**config.mk**
```make
export PLATFORM = sky130hd
export DESIGN_NAME = add32_share_ctrl
export DESIGN_NICKNAME = d
export VERILOG_FILES = /design/src/rtl/add32_share_ctrl.sv
export SDC_FILE = /design/constraint.sdc
export NUM_CORES = 1
export LEC_CHECK = 0
export BUFFER_PORTS_ARGS = -buffer_cell sky130_fd_sc_hd__buf_2
export CAP_MARGIN = 20
export CORE_ASPECT_RATIO = 1.5
export CORE_MARGIN = 5
export CORE_UTILIZATION = 56
export CTS_BUF_LIST = sky130_fd_sc_hd__clkbuf_2
export DETAILED_ROUTE_END_ITERATION = 8
export HOLD_SLACK_MARGIN = 0.12
export PLACE_DENSITY = 0.94
export REMOVE_ABC_BUFFERS = 1
export SLEW_MARGIN = 15
export SYNTH_ARGS = -nofsm -noshare
export SYNTH_HDL_FRONTEND = slang
export SYNTH_SLANG_ARGS = --single-unit
export TNS_END_PERCENT = 50
```
**constraint.sdc**
```tcl
create_clock -name clk_i -period 17.6 [get_ports clk_i]
set_input_delay 1.76 -clock clk_i [delete_from_list [all_inputs] [get_ports clk_i]]
set_output_delay 1.76 -clock clk_i [all_outputs]
set_load 0.01 [all_outputs]
```
**src/rtl/add32_share_ctrl.sv**
```systemverilog
`default_nettype none
// ============================================================================
// Module   : add32_share_ctrl (with leaf Adder16Bit)
// Brief    : Round-robin controller time-sharing one 16-bit ripple adder for
//            32-bit additions in two passes; optional subtract via ADD32_SUB_EN.
// Revision : 1.0 - initial release
// ============================================================================

module Adder16Bit (
    input  logic [15:0] i_a,
    input  logic [15:0] i_b,
    input  logic        i_cin,
    output logic [15:0] o_sum,
    output logic        o_cout
);

    logic [16:0] w_carry;

    assign w_carry[0] = i_cin;

    genvar gi;
    generate
        for (gi = 0; gi < 16; gi++) begin : g_bit
            assign o_sum[gi]     = i_a[gi] ^ i_b[gi] ^ w_carry[gi];
            assign w_carry[gi+1] = (i_a[gi] & i_b[gi]) | (w_carry[gi] & (i_a[gi] ^ i_b[gi]));
        end
    endgenerate

    assign o_cout = w_carry[16];

endmodule

module add32_share_ctrl #(
    parameter int NUM_REQ = 2,
    parameter int ID_W    = 2
) (
    input  logic                   clk_i,
    input  logic                   rst_i,
    input  logic [NUM_REQ-1:0]     req_valid_i,
    output logic [NUM_REQ-1:0]     req_ready_o,
    input  logic [32*NUM_REQ-1:0]  req_a_i,
    input  logic [32*NUM_REQ-1:0]  req_b_i,
`ifdef ADD32_SUB_EN
    input  logic [NUM_REQ-1:0]     req_sub_i,
`endif
    output logic                   rsp_valid_o,
    input  logic                   rsp_ready_i,
    output logic [ID_W-1:0]        rsp_id_o,
    output logic [31:0]            rsp_sum_o,
    output logic                   rsp_cout_o
);

    localparam logic [1:0] c_IDLE = 2'd0;
    localparam logic [1:0] c_LO   = 2'd1;
    localparam logic [1:0] c_HI   = 2'd2;
    localparam logic [1:0] c_RESP = 2'd3;

    localparam logic [ID_W-1:0] c_LAST_INIT = ID_W'(NUM_REQ - 1);

    logic [1:0]      r_state;
    logic [1:0]      w_state_next;
    logic [ID_W-1:0] r_last_grant;
    logic [ID_W-1:0] r_id;
    logic [31:0]     r_a;
    logic [31:0]     r_b;
    logic            r_cin_lo;
    logic [31:0]     r_sum;
    logic            r_carry;
    logic            r_cout;

    logic [ID_W-1:0] w_grant_idx;
    logic            w_grant_found;
    logic [31:0]     w_sel_a;
    logic [31:0]     w_sel_b;
    logic            w_sel_sub;
    logic [31:0]     w_sel_b_eff;

    logic [15:0]     w_add_a;
    logic [15:0]     w_add_b;
    logic            w_add_cin;
    logic [15:0]     w_add_sum;
    logic            w_add_cout;

    // Search upward from the requester after the last grant.
    always_comb begin
        w_grant_idx   = '0;
        w_grant_found = 1'b0;
        for (int off = 1; off <= NUM_REQ; off++) begin
            for (int k = 0; k < NUM_REQ; k++) begin
                if (!w_grant_found && req_valid_i[k] &&
                    (k == (int'(r_last_grant) + off) % NUM_REQ)) begin
                    w_grant_found = 1'b1;
                    w_grant_idx   = ID_W'(k);
                end
            end
        end
    end

    always_comb begin
        w_sel_a   = '0;
        w_sel_b   = '0;
        w_sel_sub = 1'b0;
        for (int k = 0; k < NUM_REQ; k++) begin
            if (w_grant_idx == ID_W'(k)) begin
                w_sel_a = req_a_i[32*k +: 32];
                w_sel_b = req_b_i[32*k +: 32];
`ifdef ADD32_SUB_EN
                w_sel_sub = req_sub_i[k];
`endif
            end
        end
    end

    // Subtraction is A + ~B + 1; the +1 enters as the low-pass carry-in.
    assign w_sel_b_eff = w_sel_sub ? ~w_sel_b : w_sel_b;

    always_comb begin
        req_ready_o = '0;
        if ((r_state == c_IDLE) && !rst_i && w_grant_found) begin
            for (int k = 0; k < NUM_REQ; k++) begin
                req_ready_o[k] = (w_grant_idx == ID_W'(k));
            end
        end
    end

    always_comb begin
        w_state_next = r_state;
        case (r_state)
            c_IDLE:  if (w_grant_found) w_state_next = c_LO;
            c_LO:    w_state_next = c_HI;
            c_HI:    w_state_next = c_RESP;
            c_RESP:  if (rsp_ready_i) w_state_next = c_IDLE;
            default: w_state_next = c_IDLE;
        endcase
    end

    always_ff @(posedge clk_i) begin
        if (rst_i) begin
            r_state <= c_IDLE;
        end else begin
            r_state <= w_state_next;
        end
    end

    assign w_add_a   = (r_state == c_HI) ? r_a[31:16] : r_a[15:0];
    assign w_add_b   = (r_state == c_HI) ? r_b[31:16] : r_b[15:0];
    assign w_add_cin = (r_state == c_HI) ? r_carry    : r_cin_lo;

    Adder16Bit u_adder (
        .i_a    (w_add_a),
        .i_b    (w_add_b),
        .i_cin  (w_add_cin),
        .o_sum  (w_add_sum),
        .o_cout (w_add_cout)
    );

    always_ff @(posedge clk_i) begin
        if (rst_i) begin
            r_last_grant <= c_LAST_INIT;
            r_id         <= '0;
            r_a          <= '0;
            r_b          <= '0;
            r_cin_lo     <= 1'b0;
            r_sum        <= '0;
            r_carry      <= 1'b0;
            r_cout       <= 1'b0;
        end else begin
            case (r_state)
                c_IDLE: begin
                    if (w_grant_found) begin
                        r_a          <= w_sel_a;
                        r_b          <= w_sel_b_eff;
                        r_cin_lo     <= w_sel_sub;
                        r_id         <= w_grant_idx;
                        r_last_grant <= w_grant_idx;
                    end
                end
                c_LO: begin
                    r_sum[15:0] <= w_add_sum;
                    r_carry     <= w_add_cout;
                end
                c_HI: begin
                    r_sum[31:16] <= w_add_sum;
                    r_cout       <= w_add_cout;
                end
                default: ;
            endcase
        end
    end

    assign rsp_valid_o = (r_state == c_RESP);
    assign rsp_id_o    = r_id;
    assign rsp_sum_o   = r_sum;
    assign rsp_cout_o  = r_cout;

endmodule

`default_nettype wire

```
==> summary.txt <==
Mean Syn Cell Area - 8.695 sq um
Slowest CP cell - ha_4
Share of layout cells above drive strength 1 - 30.03%
Worst setup EP type - flop
DPL Wire Length - 9091 microns
Max Slew Vio Count - 0
Routed len/inst - 16.14 microns
Via/cell ratio - 5.621
Arrival time at the worst endpoint - 8860 ps
First-pass GRT wire length - 20220 microns
Root Buffer - clkbuf_2
Unrepaired setup endpoints after global routing - false
PD cells - 163.7 mW/mm^2
Largest net degree at the start of global routing - 67
Int Power - 0.0005604 W
WP data required - 18030 ps
Achievable Freq - 0.1187 GHz
Status - finished, final reports clean
Die X - 85.80 microns
Period utilisation layout - 47.87%
Reg-to-reg setup timing slack - 9180 ps
Worst setup SP type - flop
Most used routing layer - met2
Least-Margin Pin Slew - 865.4 ps
Final net count - 844
Power consumption - 0.0009482 W
Final-report hold violation count - 0
Critical Path Fanout Max - 64
GPL Wtd Cong - 0.8252
Hold Buf Count CTS - 0
Grt ovf - 0
Post-synth EDFFs - 0
Final Util - 68.83%
Logic pwr share - 47.3%
Die area - 0.01061 sq mm
Hold path depth - 2
CTS Buf Count - 9
IO Pins - 171
H-tree Lvls - 3
Crit Path Class - flop to flop
Die H - 123.7 microns
Crit path cell chain - inv_1, ha_4, nand2_1, fa_1, inv_1, fa_1, fa_1, inv_1, fa_1, fa_1, fa_1, fa_1, fa_1, fa_1, fa_1, fa_1, fa_1, fa_1, fa_1, fa_1, inv_1, fa_1, mux2i_1, nor2_1
WL final - 12980 microns
Fraction of registers with async set/reset - 0%
Met1 global-route usage - 26.75%
Post-synth top flop - dfxtp_1
Post-Syn Area - 0.004826 sq mm
Post-Syn Instances - 555
Finish-stage setup viols - 0
Reg2reg start - r_state[0]
R2R cell count - 24
# DRC - 0
Most frequent cells in the layout - buf_2, a21oi_1, dfxtp_1
Row Count - 41
Synth warnings - 0
Clock Skew - 35.43 ps
Hold Crit Class - flop to flop
Seq pwr share - 38.3%
Starting DRT DRC Count - 275
Most used cell, CP - fa_1
Hold path startpoint - rsp_sum_o[23]
Met3 GRT Util - 3.177%
Antenna viol nets, final - 0
CTS tree - yes
Total track usage - 23.97%
Fin Setup TNS - 0 ps
Area Growth Syn to Fin - 19.99%
Largest stage delay on the critical path - 730 ps
Sw frac - 40.89%
Yosys reg bits - 102
Met2 Track Usage GR - 43.04%
Switching power - 0.0003877 W
Post-CTS setup buffers - 0
Reg clk slew, reported paths - 240 ps
Register area share after synthesis - 42.31%
Starting density of the core - 57.36%
TritonRoute pass-1 iters - 5
Total leakage power - 2.545 nW
Fillers - 687
Top cell type's share of synthesized area - 42.31%
RR Endpoint - rsp_sum_o[15]
Min cycle time layout - 8425 ps
Commonest non-fill, non-tap cell in the layout - buf_2
Final hold slack - 499.3 ps
Worst skew pair latency - 560 ps
Vias - 4519
Hold Path Sink - rsp_sum_o[23]
Vias in the first global route - 4396
Rel. slew slack - 42.31%
Max-cap violations - 0
Std-Cell Core Area - 0.008413 sq mm
Antenna violations before repair - 1
Largest cells by area after synthesis - dfxtp_1, a21oi_1, mux2i_1
Synth cell types - 29
Number of port buffers - 169
Clock Power Share - 14.4%
Clk sinks - 102
CTS Buffer Depth - 2
Synth area leader - dfxtp_1
Worst vdd ir - 0.07777 mV
CTS resizes - 0
==> kinds of logic (layout without fill, tap and decap cells) <==
group / after synthesis / count (layout) / synth area share (%)
other cells: 1 / 2 / 0.07771
fa+ha+maj: 20 / 20 / 7.674
compound gates: 203 / 203 / 24.73
simple gates: 132 / 132 / 10.45
flops: 102 / 102 / 42.31
mux: 41 / 41 / 8.660
buf+inv: 56 / 197 / 6.093
==> state kept, by name (all words and copies together), names as in the netlist <==
| name | count |
|---|---|
| r_last_grant | 1 |
| r_a | 32 |
| rsp_sum_o | 32 |
| r_b | 32 |
| r_state | 2 |
| rsp_id_o | 1 |
| r_carry | 1 |
| rsp_cout_o | 1 |
==> critical path: cells and delay by family (launching register included) <==
kind,cells,cell delay [ps]
buf+inv,4,360
flops,1,390
fa+ha+maj,17,7100
simple gates,2,270
mux,1,150
==> how the worst max path moves through the flow <==
stage,start,to,cells after the start
2_1_floorplan,r_state[0],rsp_sum_o[31],24
3_3_place_gp,r_state[0],rsp_sum_o[31],24
3_5_place_dp,r_state[0],rsp_sum_o[15],24
4_1_cts,r_state[0],rsp_sum_o[15],24
5_1_grt,r_state[0],rsp_sum_o[15],24
6_report,r_state[0],rsp_sum_o[15],24
==> metal layers <==
layer / vias to the layer above / wire length, microns
li1: 2188 / -
met1: 2124 / 4797
met2: 166 / 7001
met3: 41 / 675
met4: 0 / 499
met5: - / 0
==> power groups by stage <==
stage | sequential [W] | clock (W) | combinational [W]
after floorplan | 0.000369 | 0 | 0.000300
after global placement | 0.000362 | 0 | 0.000419
after detailed placement | 0.000367 | 0 | 0.000441
after CTS | 0.000362 | 0.000138 | 0.000443
after global routing | 0.000373 | 0.000148 | 0.000501
final | 0.000363 | 0.000136 | 0.000449
==> cell usage after synthesis, types with 7 or more instances <==
cell and instances:
a211oi_1 41, a211oi_2 7, a21oi_1 108, buf_2 22
buf_4 7, clkbuf_1 16, dfxtp_1 102, fa_1 16
mux2i_1 35, nand2_1 70, nor2_1 57, o21ai_0 37
==> metrics by stage <==
step                      worst slack [ps]  cells  area, sq um
final                                 9175    804         5791
after global routing                  8756    804         5791
after CTS                             9123    802         5761
after detailed placement              9145    786         5600
after global placement                9320    786         5600
after floorplan                       8596    505         4554
==> area by class of cell <==
| type | count | area [sq um] | share of cell area, % |
|---|---|---|---|
| Clock inverter | 6 | 110.1 | 1.901 |
| Sequential cell | 102 | 2042 | 35.26 |
| Multi-Input combinational cell | 397 | 2519 | 43.50 |
| Tap cell | 107 | 133.9 | 2.312 |
| Timing Repair Buffer | 175 | 910.9 | 15.73 |
| Clock buffer | 10 | 50.05 | 0.8643 |
| Inverter | 6 | 22.52 | 0.3889 |
| Antenna cell | 1 | 2.502 | 0.04322 |
No activity file was read; power rests on OpenSTA's default activity.
